$ cat src/rtl/alu_issue_ctrl.sv
// rtl/alu_issue_ctrl.sv - FIFO-buffered issue stage that feeds registered operands to a combinational ALU
module alu_issue_ctrl #(
    parameter int DEPTH = 4,
    parameter int PTR_W = 2
) (
    input  logic       clk,
    input  logic       rst_n,
    input  logic       in_valid,
    output logic       in_ready,
    input  logic [3:0] in_a,
    input  logic [3:0] in_b,
    input  logic [2:0] in_op,
    output logic [3:0] alu_a,
    output logic [3:0] alu_b,
    output logic [2:0] alu_op,
    input  logic [7:0] alu_res,
    output logic       res_valid,
    input  logic       res_ready,
    output logic [7:0] res_data,
    output logic [2:0] res_op,
    output logic       busy,
    output logic [7:0] done_cnt
);

    // Entry layout: {op, a, b}
    localparam int ENTRY_W = 11;
    localparam logic [PTR_W:0] LP_DEPTH = (PTR_W + 1)'(DEPTH);

    typedef enum logic [1:0] {
        S_IDLE  = 2'd0,
        S_ISSUE = 2'd1,
        S_HOLD  = 2'd2
    } state_t;

    state_t r_state;
    state_t w_next_state;

    logic [ENTRY_W-1:0] r_mem [DEPTH];
    logic [PTR_W-1:0]   r_wr_ptr;
    logic [PTR_W-1:0]   r_rd_ptr;
    logic [PTR_W:0]     r_count;

    logic [3:0] r_alu_a;
    logic [3:0] r_alu_b;
    logic [2:0] r_alu_op;
    logic       r_res_valid;
    logic [7:0] r_res_data;
    logic [2:0] r_res_op;
    logic [7:0] r_done_cnt;

    logic               w_full;
    logic               w_empty;
    logic               w_push;
    logic               w_pop;
    logic               w_capture;
    logic               w_accept;
    logic [ENTRY_W-1:0] w_head;

    assign w_full  = (r_count == LP_DEPTH);
    assign w_empty = (r_count == '0);
    assign w_head  = r_mem[r_rd_ptr];

    // Readiness looks only at registered occupancy, so a full FIFO refuses
    // input even on a cycle where it is also popping. Held low during reset.
    assign in_ready = rst_n && !w_full;
    assign w_push   = in_valid && in_ready;

    assign alu_a     = r_alu_a;
    assign alu_b     = r_alu_b;
    assign alu_op    = r_alu_op;
    assign res_valid = r_res_valid;
    assign res_data  = r_res_data;
    assign res_op    = r_res_op;
    assign done_cnt  = r_done_cnt;
    assign busy      = (r_state != S_IDLE) || !w_empty;

    // FSM state register
    always_ff @(posedge clk or negedge rst_n) begin
        if (!rst_n) begin
            r_state <= S_IDLE;
        end else begin
            r_state <= w_next_state;
        end
    end

    // FSM next-state: idle until work exists, issue for one cycle, hold until accepted
    always_comb begin
        w_next_state = r_state;
        case (r_state)
            S_IDLE: begin
                if (!w_empty) begin
                    w_next_state = S_ISSUE;
                end
            end
            S_ISSUE: begin
                w_next_state = S_HOLD;
            end
            S_HOLD: begin
                if (res_ready) begin
                    w_next_state = w_empty ? S_IDLE : S_ISSUE;
                end
            end
            default: begin
                w_next_state = S_IDLE;
            end
        endcase
    end

    // FSM outputs: when to pop the FIFO, capture the ALU result, and retire a result
    always_comb begin
        w_pop     = 1'b0;
        w_capture = 1'b0;
        w_accept  = 1'b0;
        case (r_state)
            S_IDLE: begin
                w_pop = !w_empty;
            end
            S_ISSUE: begin
                w_capture = 1'b1;
            end
            S_HOLD: begin
                w_accept = res_ready;
                w_pop    = res_ready && !w_empty;
            end
            default: begin
                w_pop     = 1'b0;
                w_capture = 1'b0;
                w_accept  = 1'b0;
            end
        endcase
    end

    // FIFO storage; contents need no reset because count gates every read
    always_ff @(posedge clk) begin
        if (w_push) begin
            r_mem[r_wr_ptr] <= {in_op, in_a, in_b};
        end
    end

    // FIFO pointers and occupancy; pointers wrap naturally at DEPTH
    always_ff @(posedge clk or negedge rst_n) begin
        if (!rst_n) begin
            r_wr_ptr <= '0;
            r_rd_ptr <= '0;
            r_count  <= '0;
        end else begin
            if (w_push) begin
                r_wr_ptr <= r_wr_ptr + PTR_W'(1);
            end
            if (w_pop) begin
                r_rd_ptr <= r_rd_ptr + PTR_W'(1);
            end
            case ({w_push, w_pop})
                2'b10:   r_count <= r_count + (PTR_W + 1)'(1);
                2'b01:   r_count <= r_count - (PTR_W + 1)'(1);
                default: r_count <= r_count;
            endcase
        end
    end

    // Operand registers change only on a pop so the ALU inputs stay glitch-free
    always_ff @(posedge clk or negedge rst_n) begin
        if (!rst_n) begin
            r_alu_a  <= '0;
            r_alu_b  <= '0;
            r_alu_op <= '0;
        end else if (w_pop) begin
            r_alu_op <= w_head[10:8];
            r_alu_a  <= w_head[7:4];
            r_alu_b  <= w_head[3:0];
        end
    end

    // Result capture one cycle after issue; valid drops when the consumer takes it
    always_ff @(posedge clk or negedge rst_n) begin
        if (!rst_n) begin
            r_res_valid <= 1'b0;
            r_res_data  <= '0;
            r_res_op    <= '0;
        end else if (w_capture) begin
            r_res_valid <= 1'b1;
            r_res_data  <= alu_res;
            r_res_op    <= r_alu_op;
        end else if (w_accept) begin
            r_res_valid <= 1'b0;
        end
    end

    // Completed-result counter, wraps modulo 256
    always_ff @(posedge clk or negedge rst_n) begin
        if (!rst_n) begin
            r_done_cnt <= '0;
        end else if (w_accept) begin
            r_done_cnt <= r_done_cnt + 8'd1;
        end
    end

endmodule

$ cat config.mk
export PLATFORM = sky130hd
export DESIGN_NAME = alu_issue_ctrl
export DESIGN_NICKNAME = d
export VERILOG_FILES = /design/src/rtl/alu_issue_ctrl.sv
export SDC_FILE = /design/constraint.sdc
export NUM_CORES = 1
export LEC_CHECK = 0
export BUFFER_PORTS_ARGS = -buffer_cell sky130_fd_sc_hd__buf_2
export CAP_MARGIN = 20
export CORE_MARGIN = 2
export CORE_UTILIZATION = 38
export DETAILED_ROUTE_END_ITERATION = 16
export GPL_TIMING_DRIVEN = 0
export HOLD_SLACK_MARGIN = 0.02
export PLACE_DENSITY_LB_ADDON = 0.2
export SLEW_MARGIN = 30
export SYNTH_ARGS = -nofsm -noshare
export SYNTH_HDL_FRONTEND = slang
export SYNTH_SLANG_ARGS = --single-unit
$ cat constraint.sdc
create_clock -name clk -period 2.25 [get_ports clk]
set_clock_uncertainty 0.15 [all_clocks]
set_input_delay 0.3375 -clock clk [delete_from_list [all_inputs] [get_ports clk]]
set_output_delay 0.3375 -clock clk [all_outputs]
set_load 0.1 [all_outputs]
# == Yosys cells after proc, flatten, opt, wreduce, memory -nomap -nowiden ==
# Memories as Yosys holds them, arrays and structs flattened. A register that Yosys moved wholly into a read port is not among the register bits.
# Cells that the tools add are included.
# totals
register_bits,29
latchBits,0
ram_bits,44
romBits,0
input_bits,23
out_inout_bits,33
wordCells,46
n_memories,1
# classes
addsub,5
multipliers,0
n_div,0
order_cmp,0
n_eq_ne,7
shift,0
n_mux,12
bitwise,0
reduce_logical,13
# memory_table
name,words,word_bits,read_ports,rd_clocked_by_memory_dff,write_ports,line,source
r_mem,4,11,1,1,1,38,logic [ENTRY_W-1:0] r_mem [DEPTH];
# op_table
operator,n
"8-bit by 1-bit adder with 8-bit output, second input constant",1
1-bit two-way mux,7
2-bit one-hot mux with 3 select lines,1
3-bit one-hot mux with 2 select lines,1
2-bit nonzero test,3
"2-bit by 1-bit adder with 2-bit output, second input constant",2
"2-bit by 1-bit equality test with 1-bit output, second input constant",2
"2-bit equality test, second input constant",2
2-bit two-way mux,2
"2-bit inequality test, second input constant",2
"3-bit by 1-bit adder with 3-bit output, second input constant",1
"3-bit equality test, second input constant",1
1-bit logical AND,3
1-bit logical NOT,3
3-bit logical NOT,1
"3-bit by 1-bit subtractor with 3-bit output, second input constant",1
2-bit logical NOT,1
1-bit one-hot mux with 2 select lines,1
2-bit AND reduction,1
1-bit logical OR,1

# == Longest topological paths before layout ==
# Gate-level depths: netlist of the first run.
# depth
depth_word,6
ltp_mapped,8
mapped_depth_nobuf,8

# == Worst setup path after synthesis of the first run ==
# Ideal clock, no wire load.
# synth_path
path_kind,reg2reg
startpoint,register r_count[1]
endpoint,register r_count[2]
setup_time_ns,0.080
arrival_time_ns,1.929
required_time_ns,2.020
slack_ns,0.091
stages_incl_launch_ff,9
n_path_buf,1
synth_period_minus_slack_ns,2.159
cell_sequence,dfrtp_1 > nor3_2 > nor3_4 > buf_6 > ha_1 > fa_1 > xnor2_1 > nor2_1 > xnor2_1
# synth_via
elab_chain_cells,6
word_cells_on_any_way,14
cone_classes,add/sub: 2; eq/ne: 3; mux: 2; reduce/logical: 7
# synth_lines
item,line,source
start: declaration,41,logic [PTR_W:0] r_count;
start signal: assignment,154,2'b10: r_count <= r_count + (PTR_W + 1)'(1);
start signal: assignment,155,2'b01: r_count <= r_count - (PTR_W + 1)'(1);
start signal: assignment,156,default: r_count <= r_count;
3-bit logical NOT (*),60,assign w_empty = (r_count == '0);
1-bit logical NOT (*),"116, 123",
1-bit logical AND,123,w_pop = res_ready && !w_empty;
1-bit one-hot mux with 2 select lines (*),114,case (r_state)
named net w_pop,54,logic w_pop;
2-bit by 1-bit equality test with 1-bit output / 2-bit equality test (equally long branches),153,"case ({w_push, w_pop})"
3-bit one-hot mux with 2 select lines / 2-bit nonzero test (equally long branches),-,
# Mark *: on every way through the listed nets, which the timed path passes. The rest lies on a longest branch.
# A chain may end at the register's enable or synchronous reset.

# == Worst setup path after layout of the first run ==
# layout_path
startpoint,register r_count[1]
endpoint,register r_count[1]
# layout_via
elab_chain_cells,6
word_cells_on_any_way,14
cone_classes,add/sub: 2; eq/ne: 3; mux: 2; reduce/logical: 7
# layout_lines
item,line
3-bit logical NOT / 3-bit equality test (equally long branches),"60, 59"
1-bit logical NOT (on tied branches),"116, 123, 65"
1-bit logical AND (on tied branches),"123, 65"
1-bit one-hot mux with 2 select lines / 1-bit logical AND (equally long branches),"114, 66"
2-bit by 1-bit equality test with 1-bit output / 2-bit equality test (equally long branches),153
3-bit one-hot mux with 2 select lines / 2-bit nonzero test (equally long branches),-
# Several ways; a longest one is shown, not always the timed one.

==> insert_results.sql, run 1 <==
INSERT INTO impl_metrics (metric_group, metric, value, unit) VALUES
('cts', 'cts.htree.levels', '3', ''),
('synthesis', 'synth_top_family_by_area', 'multiplexers', ''),
('critical_path', 'cp_top_family', 'adder cells', ''),
('synthesis', 'synth_ff_type', 'sky130_fd_sc_hd__edfxtp_1', ''),
('cts', 'clk_transition_reported_paths', '0.08', 'ns'),
('floorplan', 'chipWidth', '97.8', 'um'),
('placement', 'buffer_ports.inserted', '55', ''),
('route', 'firstDrtPassIters', '4', ''),
('global_routing', 'grt_pass1_vias', '1742', ''),
('cts', 'clkLatencyLatePin', '0.35', 'ns'),
('placement', 'gp_congestion', '0.712', ''),
('critical_path', 'endpoint_kind', 'register', ''),
('route', 'dr.max_layer_used', 'met4', ''),
('cts', 'clockRootBuffer', 'sky130_fd_sc_hd__clkbuf_8', ''),
('synthesis', 'syn_std_cell_area', '3340', 'um^2'),
('synthesis', 'synth-warning-count', '0', ''),
('critical_path', 'cp_max_fo', '7', ''),
('worst_hold_path', 'timing.hold.worst.start', 'in_a[0]', ''),
('timing', 'maxSlewHeadroom', '0.600', ''),
('timing', 'fin_crit_sh', '0.945', ''),
('critical_path', 'timing.critical_path.depth', '5', ''),
('finish', 'finalInstanceArea', '4020', 'um^2'),
('run_status', 'outcome', 'finished, final reports clean', ''),
('timing', 'setup_viol', '0', ''),
('finish', 'layout-drive-gt1-share', '0.455', ''),
('route', 'dr_wl_met3', '366', 'um'),
('synthesis', 'synth_xor_area_frac', '0.0341', ''),
('placement', 'dpl_cell_area', '3750', 'um^2'),
('timing', 'setup_repair_after_global_routing_missed_its_margin', 'no', ''),
('timing', 'hold_violations', '0', ''),
('route', 'wl_per_cell', '15.4', 'um'),
('global_routing', 'grt_max_degree', '41', ''),
('synthesis', 'synth.top_cell.area_share', '0.395', ''),
('cts', 'tritoncts', 'done', ''),
('cts', 'tritoncts_num_sinks', '84', ''),
('floorplan', 'top_level_ports', '56', ''),
('placement', 'dp_cell_count', '340', ''),
('critical_path', 'endpoint_of_the_most_critical_register_to_register_path', 'r_count[1]', ''),
('synthesis', 'synth.top_cells.by_count', '44 x sky130_fd_sc_hd__edfxtp_1, 40 x sky130_fd_sc_hd__dfrtp_1, 16 x sky130_fd_sc_hd__mux2_2', ''),
('critical_path', 'required', '2.34', 'ns'),
('floorplan', 'core_area', '8640', 'um^2'),
('timing', 'timing_worst_slew_pin_value', '0.600', 'ns'),
('floorplan', 'num_rows', '34', ''),
('timing', 'report.final.slew_viol_count', '0', ''),
('critical_path', 'crit_path_cell_trace', 'o311a_4 -> inv_1 -> ha_1 -> fa_1 -> mux2_2', ''),
('route', 'route.antenna.remaining_nets', '0', ''),
('worst_hold_path', 'hold-path-cell-count', '1', ''),
('synthesis', 'yosysMostFrequentCell', 'sky130_fd_sc_hd__edfxtp_1', ''),
('cts', 'cts_max_path_buffers', '2', ''),
('finish', 'nets', '278', ''),
('finish', 'syn2layout_area_growth', '20.4', '%'),
('synthesis', 'yosys.area_share.adder', '0.0285', ''),
('synthesis', 'netlist_top_cells_area', 'sky130_fd_sc_hd__edfxtp_1 40%, sky130_fd_sc_hd__dfrtp_1 30%, sky130_fd_sc_hd__mux2_2 5.4%', ''),
('critical_path', 'slowest_stage_cell_on_the_critical_path', 'sky130_fd_sc_hd__dfrtp_1', ''),
('route', 'post-route-drc-count', '0', ''),
('floorplan', 'floorplan.die_area', '9560', 'um^2'),
('timing', 'finalWorstPathRequiredPeriod', '2.13', 'ns'),
('finish', 'final-instance-count-excl-fill', '361', ''),
('critical_path', 'start_kind', 'register', ''),
('synthesis', 'synthSimpleGateAreaFrac', '0.0498', ''),
('timing', 'fmax', '0.470', 'GHz'),
('timing', 'tns', '0', 'ns'),
('synthesis', 'yosysTopAreaCell', 'sky130_fd_sc_hd__edfxtp_1', ''),
('worst_hold_path', 'hold_path_end', 'r_mem[2][4]', ''),
('synthesis', 'synth-seq-cells', '84', ''),
('route', 'vias', '1705', ''),
('synthesis', 'synth_area_per_cell', '18.9', 'um^2'),
('critical_path', 'rr_startpoint', 'r_count[1]', ''),
('critical_path', 'number_of_cell_instances_on_the_worst_register_to_register_path', '5', ''),
('global_routing', 'grt_pass1_wl', '9110', 'um'),
('route', 'drt_first_iter_violations', '19', '');
==> area by class of cell <==
type                            count  area (um^2)  share of cell area
Buffer                              4         36.3             0.00902
Clock buffer                       10          128              0.0317
Clock inverter                      6         63.8              0.0159
Inverter                            4         15.0             0.00373
Multi-Input combinational cell     85          992               0.247
Sequential cell                    84         2320               0.577
Tap cell                          108          135              0.0336
Timing Repair Buffer               60          330              0.0821
==> worst max-delay path by stage <==
stage | startpoint | end | slack (ns)
3_3_place_gp | rst_n | r_count[2] | -0.67
3_5_place_dp | rst_n | r_count[2] | -0.32
5_1_grt | r_count[1] | r_count[1] | 0.05
2_1_floorplan | r_count[1] | r_count[2] | 0.09
4_1_cts | r_state[1] | r_count[1] | 0.02
6_report | r_count[1] | r_count[1] | 0.12
==> placed cells by master (no fill, tap or decap), types with 2 or more instances in the layout <==
master and count:
sky130_fd_sc_hd__nor2_1 3, sky130_fd_sc_hd__buf_4 4, sky130_fd_sc_hd__mux4_2 8, sky130_fd_sc_hd__ha_1 6
sky130_fd_sc_hd__mux2_2 16, sky130_fd_sc_hd__xnor2_1 7, sky130_fd_sc_hd__nor3_4 2, sky130_fd_sc_hd__clkbuf_8 9
sky130_fd_sc_hd__nand2_1 2, sky130_fd_sc_hd__mux4_1 3, sky130_fd_sc_hd__and2_1 4, sky130_fd_sc_hd__nand3_1 3
sky130_fd_sc_hd__nor3_1 3, sky130_fd_sc_hd__edfxtp_1 44, sky130_fd_sc_hd__xor2_1 6, sky130_fd_sc_hd__dfrtp_1 39
sky130_fd_sc_hd__mux2_4 8, sky130_fd_sc_hd__inv_1 4, sky130_fd_sc_hd__buf_2 56
==> registers in the layout, indices dropped and copies added (netlist names), 3 cells and up <==
| register | cells |
|---|---|
| r_mem | 44 |
| done_cnt | 8 |
| res_data | 8 |
| alu_a | 4 |
| alu_b | 4 |
| alu_op | 3 |
| r_count | 3 |
| res_op | 3 |
==> stage by stage <==
step                      setup WS [ns]  hold WS (ns)   util
after floorplan                  0.0907        -0.108      -
final                             0.123        0.0467  0.466
after global routing             0.0489        0.0256  0.466
after detailed placement         -0.324         0.217  0.435
after global placement           -0.665         0.304  0.435
after CTS                        0.0190        0.0284  0.463
==> cells by family after synthesis <==
| family | Yosys count |
|---|---|
| buffers and inverters | 8 |
| multiplexers | 36 |
| adder cells (fa/ha/maj) | 7 |
| flip-flops | 84 |
| AND/OR/NAND/NOR | 26 |
| XOR/XNOR | 13 |
| AO/OA/AOI/OAI | 3 |
==> routing by layer <==
layer / track usage / vias up
li1: - / 807
met4: 0.0321 / 0
met1: 0.156 / 840
met5: 0 / -
met3: 0.0551 / 6
met2: 0.205 / 52
==> timing repair <==
item,CTS,global route
hold endpoints to repair,40,0
setup endpoints to repair,2,2
setup buffers,2,1
resized for setup,3,2
hold buffers,2,0
pin swaps,2,0
Power of run 1 is not shown: default switching activity piles up to over one toggle a cycle in this logic, so the estimate is an artifact.
==> run 2, diff against run 1 <==
Settings changed: ABC_AREA set to 1.
==> run 2 against run 1 <==
Design area up 5.9%; sequential cell count unchanged; cell count up 47%; critical path depth up 5; synthesized area up 5.0%; worst hold slack worse by 0.015 ns; global-route usage up 1.9 points; maximum frequency down 0.86%; critical path type unchanged; largest cell class unchanged.
==> insert_results.sql, run 2 <==
INSERT INTO impl_metrics (metric_group, metric, value, unit) VALUES
('finish', 'nets', '444', ''),
('route', 'post-route-drc-count', '0', ''),
('route', 'firstDrtPassIters', '4', ''),
('synthesis', 'syn_std_cell_area', '3510', 'um^2'),
('placement', 'hpwlAfterDp', '4500', 'um'),
('timing', 'setup_repair_after_global_routing_missed_its_margin', 'no', ''),
('placement', 'placement.setup.worst_slack', '-0.738', 'ns'),
('synthesis', 'yosysTopAreaCell', 'sky130_fd_sc_hd__edfxtp_1', ''),
('timing', 'timing_worst_slew_pin_value', '0.685', 'ns'),
('critical_path', 'required', '2.35', 'ns'),
('finish', 'n_antenna_cell', '0', ''),
('finish', 'most-common-layout-cells', '105 x sky130_fd_sc_hd__nand2_1, 58 x sky130_fd_sc_hd__buf_2, 53 x sky130_fd_sc_hd__nor2_1', ''),
('cts', 'tritoncts_num_sinks', '84', ''),
('critical_path', 'start_kind', 'register', ''),
('global_routing', 'grt_pass1_wl', '11100', 'um'),
('timing', 'finalWorstPathRequiredPeriod', '2.15', 'ns'),
('route', 'route.antenna.remaining_nets', '0', ''),
('finish', 'layout.cells.most_common', 'sky130_fd_sc_hd__nand2_1', ''),
('synthesis', 'synth-warning-count', '0', ''),
('timing', 'hold_violations', '0', ''),
('finish', 'layout-drive-gt1-share', '0.246', ''),
('synthesis', 'syn-num-nets', '366', ''),
('critical_path', 'worstSetupPathType', 'register to register', ''),
('cts', 'clkLatencyLatePin', '0.36', 'ns'),
('worst_hold_path', 'holdCritPathClass', 'input port to register', ''),
('finish', 'largest_reg_flops', '44', ''),
('route', 'drt_first_iter_violations', '83', ''),
('global_routing', 'globalRouteTotalUtil', '0.145', ''),
('synthesis', 'synth-seq-cells', '84', ''),
('critical_path', 'number_of_cell_instances_on_the_worst_register_to_register_path', '10', ''),
('floorplan', 'chipWidth', '100', 'um'),
('cts', 'cts_inserted_buffers', '9', ''),
('worst_hold_path', 'hold-path-cell-count', '3', ''),
('synthesis', 'synth.top_cells.by_count', '105 x sky130_fd_sc_hd__nand2_1, 57 x sky130_fd_sc_hd__nor2_1, 44 x sky130_fd_sc_hd__edfxtp_1', ''),
('synthesis', 'post_synth_num_cell_types', '21', ''),
('timing', 'fmax', '0.466', 'GHz'),
('timing', 'timing.hold.ws', '0.0321', 'ns'),
('timing', 'report.final.slew_viol_count', '0', ''),
('critical_path', 'endpoint_kind', 'register', ''),
('timing', 'setup_viol', '0', ''),
('floorplan', 'initial_core_util', '0.385', ''),
('route', 'wl_per_cell', '12.8', 'um'),
('synthesis', 'ys_async_rst_share', '0.476', ''),
('global_routing', 'grt_max_degree', '41', ''),
('global_routing', 'globalRoute.totalOverflow', '0', ''),
('critical_path', 'worst_ep_arrival_time', '2.24', 'ns'),
('synthesis', 'netlist_top_cells_area', 'sky130_fd_sc_hd__edfxtp_1 38%, sky130_fd_sc_hd__dfrtp_1 29%, sky130_fd_sc_hd__nand2_1 11%', ''),
('synthesis', 'synth_area_per_cell', '10.4', 'um^2'),
('floorplan', 'top_level_ports', '56', ''),
('finish', 'layout.core_utilization', '0.468', ''),
('synthesis', 'synth_ff_type', 'sky130_fd_sc_hd__edfxtp_1', ''),
('placement', 'gp_congestion', '0.770', ''),
('critical_path', 'cp_slowest_stage_delay', '0.41', 'ns'),
('floorplan', 'floorplan.die_area', '10000', 'um^2'),
('timing', 'maxSlewHeadroom', '0.543', ''),
('synthesis', 'yosysMostFrequentCell', 'sky130_fd_sc_hd__nand2_1', ''),
('synthesis', 'synth-edff-count', '44', ''),
('floorplan', 'die_height', '100', 'um'),
('synthesis', 'synthesis.instances', '336', ''),
('cts', 'tritoncts', 'done', ''),
('placement', 'buffer_ports.inserted', '55', ''),
('timing', 'setup_slack', '0.105', 'ns'),
('route', 'vias_per_cell', '4.55', ''),
('floorplan', 'num_rows', '35', ''),
('synthesis', 'synth_sequential_area_ratio', '0.662', ''),
('route', 'routed_wirelength', '6810', 'um'),
('floorplan', 'core_area', '9110', 'um^2'),
('global_routing', 'grt_pass1_vias', '2283', ''),
('cts', 'clk_transition_reported_paths', '0.09', 'ns'),
('run_status', 'outcome', 'finished, final reports clean', ''),
('synthesis', 'synth.top_cell.area_share', '0.377', ''),
('critical_path', 'crit_path_cell_trace', 'inv_1 -> nand3_2 -> nand3_4 -> inv_2 -> buf_6 -> ha_1 -> fa_1 -> a21oi_1 -> o21ai_1 -> xor2_1', ''),
('timing', 'fin_crit_sh', '0.953', ''),
('cts', 'cts_max_path_buffers', '2', ''),
('critical_path', 'slowest_stage_cell_on_the_critical_path', 'sky130_fd_sc_hd__dfrtp_1', ''),
('job', 'drv.max_cap_violation_count', '0', ''),
('route', 'vias', '2413', ''),
('global_routing', 'antenna_found_initial', '0', ''),
('finish', 'syn2layout_area_growth', '21.5', '%'),
('critical_path', 'cp_max_fo', '10', ''),
('cts', 'clockRootBuffer', 'sky130_fd_sc_hd__clkbuf_8', ''),
('critical_path', 'r2r_slack', '0.10', 'ns'),
('cts', 'cts.htree.levels', '3', ''),
('finish', 'regMostFlops', 'r_mem', '');
-- run 2: cell types whose count changed in the layout (fill, tap and decap cells not counted), sizes merged, moves of 10 or more --
cell,delta
nor2,+55
mux4,-11
inv,+22
mux2,-25
nand2,+103
o21ai,+25
buf,+10
-- run 2: cell type report --
class / instances / area (um^2)
sequential: 84 / 2320
tap: 111 / 139
inverter: 23 / 86.3
clock inverter: 7 / 76.3
timing repair buffer: 67 / 390
clock buffer: 9 / 124
fill: 861 / 4850
buffer: 10 / 83.8
multi-input combinational: 219 / 1040
-- run 2: cells by family after synthesis --
| kind of cell | after synthesis | share of synthesized area |
|---|---|---|
| fa+ha+maj | 7 | 0.0271 |
| buf+inv | 33 | 0.0485 |
| xor+xnor | 9 | 0.0225 |
| simple gates | 175 | 0.200 |
| flops | 84 | 0.662 |
| compound gates | 28 | 0.0399 |
-- run 2: worst max-delay path, delay by kind of cell (launching register included) --
kind                       cells  cell delay, ns
adders and majority gates      2            0.62
DFF                            1            0.41
and+or+nand+nor                2            0.22
AOI/OAI and AO/OA              2            0.23
buffers and inverters          3            0.27
xor gates and xnor gates       1            0.14
-- run 2: worst paths after layout --
path | start | to
worst min register to register | res_data[6] | res_data[6]
min in group asynchronous | rst_n | done_cnt[0]
worst max register to register | r_count[0] | r_count[2]
max in group asynchronous | rst_n | alu_op[1]
worst max-delay path | r_count[0] | r_count[2]
worst min-delay path | alu_res[7] | res_data[7]
-- run 2: timing repair --
| action | CTS | global route |
|---|---|---|
| setup buffers | 0 | 7 |
| hold buffers | 5 | 0 |
| pin swaps | 0 | 1 |
| endpoints found under the hold margin | 52 | 0 |
| setup endpoints to repair | 46 | 1 |
| resized for setup | 3 | 2 |
-- run 2: through the flow --
stage	std cells	setup TNS [ns]	cell area [um^2]
6_report	530	0	4260
5_1_grt	530	0	4260
4_1_cts	523	0	4210
3_5_place_dp	502	-22.78	3930
3_3_place_gp	502	-34.12	3920
2_1_floorplan	336	0	3510
-- run 2: layer usage --
metal,part of all wire,routed length (um),global-route usage,up-vias
met5,0,0,0,-
met1,0.49,3310,0.186,1114
li1,-,-,-,1230
met4,0.018,120,0.0569,0
met2,0.45,3090,0.238,58
met3,0.042,285,0.0376,11
Power of run 2 is left out for the same reason.
==> run 3, diff against run 2 <==
Settings changed: HOLD_SLACK_MARGIN 0.02 to 0.15, PLACE_DENSITY_LB_ADDON 0.2 to unset.
==> run 3 against run 2 <==
Worst setup slack is essentially flat; maximum frequency hardly changed; global-route usage grew 0.24 points; design area is 4.2% higher; wire length up 2.9%; register-to-register slack about the same; count of clock-buffer cells in the layout grew 3; critical path type unchanged; critical endpoint unchanged; highest routed layer unchanged.
==> insert_results.sql, run 3 (synthesis gave the netlist of run 2 again) <==
INSERT INTO impl_metrics (metric_group, metric, value, unit) VALUES
('run_status', 'outcome', 'finished, final reports clean', ''),
('floorplan', 'chipWidth', '100', 'um'),
('finish', 'finalInstanceArea', '4440', 'um^2'),
('timing', 'fmax', '0.466', 'GHz'),
('critical_path', 'required', '2.33', 'ns'),
('global_routing', 'grt_pass1_wl', '11400', 'um'),
('placement', 'gp_congestion', '0.746', ''),
('critical_path', 'cp_max_fo', '10', ''),
('timing', 'finalWorstPathRequiredPeriod', '2.14', 'ns'),
('critical_path', 'start_kind', 'register', ''),
('finish', 'layout.cells.most_common', 'sky130_fd_sc_hd__nand2_1', ''),
('floorplan', 'num_rows', '35', ''),
('route', 'vias', '2429', ''),
('global_routing', 'grt_pass1_vias', '2395', ''),
('finish', 'regMostFlops', 'r_mem', ''),
('global_routing', 'gr_busiest_metal', 'met2', ''),
('floorplan', 'floorplan.die_area', '10000', 'um^2'),
('placement', 'dpl_cell_area', '3930', 'um^2'),
('finish', 'layout.core_utilization', '0.488', ''),
('floorplan', 'initial_core_util', '0.385', ''),
('finish', 'final-seq-area', '2320', 'um^2'),
('timing', 'tns', '0', 'ns'),
('timing', 'setup_slack', '0.105', 'ns'),
('placement', 'hpwlAfterDp', '4560', 'um'),
('critical_path', 'worstSetupPathType', 'register to register', ''),
('timing', 'report.final.slew_viol_count', '0', ''),
('timing', 'hold_violations', '0', ''),
('timing', 'timing_worst_slew_pin_value', '0.690', 'ns'),
('cts', 'clk_transition_reported_paths', '0.09', 'ns'),
('cts', 'clkLatencyLatePin', '0.35', 'ns'),
('route', 'drt_first_iter_violations', '132', ''),
('route', 'firstDrtPassIters', '4', ''),
('finish', 'largest_reg_flops', '44', ''),
('cts', 'cts.htree.levels', '3', ''),
('job', 'drv.max_cap_violation_count', '0', ''),
('finish', 'layout-drive-gt1-share', '0.229', ''),
('global_routing', 'antenna_found_initial', '0', ''),
('cts', 'clockRootBuffer', 'sky130_fd_sc_hd__clkbuf_8', ''),
('finish', 'nets', '458', ''),
('floorplan', 'die_height', '100', 'um'),
('floorplan', 'core_area', '9110', 'um^2'),
('critical_path', 'worst_ep_arrival_time', '2.22', 'ns'),
('floorplan', 'top_level_ports', '56', ''),
('cts', 'tritoncts_num_sinks', '84', ''),
('global_routing', 'grt_max_degree', '41', ''),
('timing', 'setup_viol', '0', ''),
('global_routing', 'globalRouteTotalUtil', '0.148', ''),
('route', 'vias_per_cell', '4.47', ''),
('placement', 'placement.setup.worst_slack', '-0.700', 'ns'),
('cts', 'cts_max_path_buffers', '2', ''),
('timing', 'setup_repair_after_global_routing_missed_its_margin', 'no', ''),
('cts', 'cts_inserted_buffers', '9', ''),
('placement', 'buffer_ports.inserted', '55', ''),
('finish', 'n_antenna_cell', '0', ''),
('finish', 'most-common-layout-cells', '105 x sky130_fd_sc_hd__nand2_1, 58 x sky130_fd_sc_hd__buf_2, 53 x sky130_fd_sc_hd__nor2_1', ''),
('route', 'wl_per_cell', '12.9', 'um'),
('finish', 'syn2layout_area_growth', '26.6', '%'),
('worst_hold_path', 'holdCritPathClass', 'input port to register', ''),
('route', 'post-route-drc-count', '0', ''),
('global_routing', 'globalRoute.totalOverflow', '0', ''),
('finish', 'multi_input_logic_area', '1040', 'um^2'),
('global_routing', 'gr-usage-met2', '0.252', ''),
('finish', 'n_fill_cell', '846', ''),
('route', 'routed_wirelength', '7010', 'um'),
('global_routing', 'grt_util_met1', '0.187', ''),
('timing', 'fin_crit_sh', '0.953', ''),
('critical_path', 'endpoint_kind', 'register', ''),
('route', 'route.antenna.remaining_nets', '0', ''),
('timing', 'maxSlewHeadroom', '0.540', ''),
('global_routing', 'use_met3', '0.0327', ''),
('cts', 'tritoncts', 'done', '');
## run 3: cell types whose count changed in the layout (fill, tap and decap cells not counted), sizes merged
cell         before  now
clkbuf            9   12
bufinv            0    1
dlygate4sd3       4   21
inv              27   24
buf              73   70
clkinv            3    2
## run 3: area by class of cell
| type | count | area share |
|---|---|---|
| flip-flops and latches | 84 | 0.523 |
| multi-input cells | 219 | 0.234 |
| repair buffers | 81 | 0.121 |
| clock buffers | 12 | 0.0400 |
| well taps | 111 | 0.0313 |
| inverters | 23 | 0.0194 |
| plain buffers | 10 | 0.0189 |
| clock inverters | 4 | 0.0118 |
## run 3: metal layers
| layer | routed length, um | share of wire |
|---|---|---|
| met1 | 3300 | 0.47 |
| met2 | 3330 | 0.48 |
| met3 | 304 | 0.043 |
| met4 | 72 | 0.010 |
| met5 | 0 | 0 |
## run 3: through the flow
step | hold WS (ns) | instances
6_report | 0.213 | 544
5_1_grt | 0.220 | 544
4_1_cts | 0.237 | 542
3_5_place_dp | 0.304 | 502
3_3_place_gp | 0.299 | 502
2_1_floorplan | -0.108 | 336
## run 3: critical path: stages, from the launching register on
cell	delay, ns
sky130_fd_sc_hd__dfrtp_1	0.40
sky130_fd_sc_hd__inv_2	0.08
sky130_fd_sc_hd__nand3_2	0.11
sky130_fd_sc_hd__nand3_4	0.09
sky130_fd_sc_hd__inv_2	0.05
sky130_fd_sc_hd__buf_6	0.13
sky130_fd_sc_hd__ha_1	0.22
sky130_fd_sc_hd__fa_1	0.40
sky130_fd_sc_hd__a21oi_1	0.15
sky130_fd_sc_hd__o21ai_1	0.09
sky130_fd_sc_hd__xor2_1	0.14
## run 3: timing repair
item,CTS,global route
hold buffers,22,0
setup buffers,2,2
hold endpoints to repair,93,0
endpoints found under the setup margin,46,1
gates resized for setup,2,3
pin swaps,0,1
## run 3: worst paths after layout
check	to	cells past startpoint	start	slack, ns
worst max register to register	r_count[2]	10	r_count[1]	0.11
worst min register to register	res_data[5]	2	res_data[5]	0.32
min in group asynchronous	done_cnt[0]	3	rst_n	0.37
max in group asynchronous	res_op[1]	3	rst_n	1.37
worst max-delay path	r_count[2]	10	r_count[1]	0.11
worst min-delay path	r_wr_ptr[0]	3	in_valid	0.21
Power of run 3 is left out for the same reason.
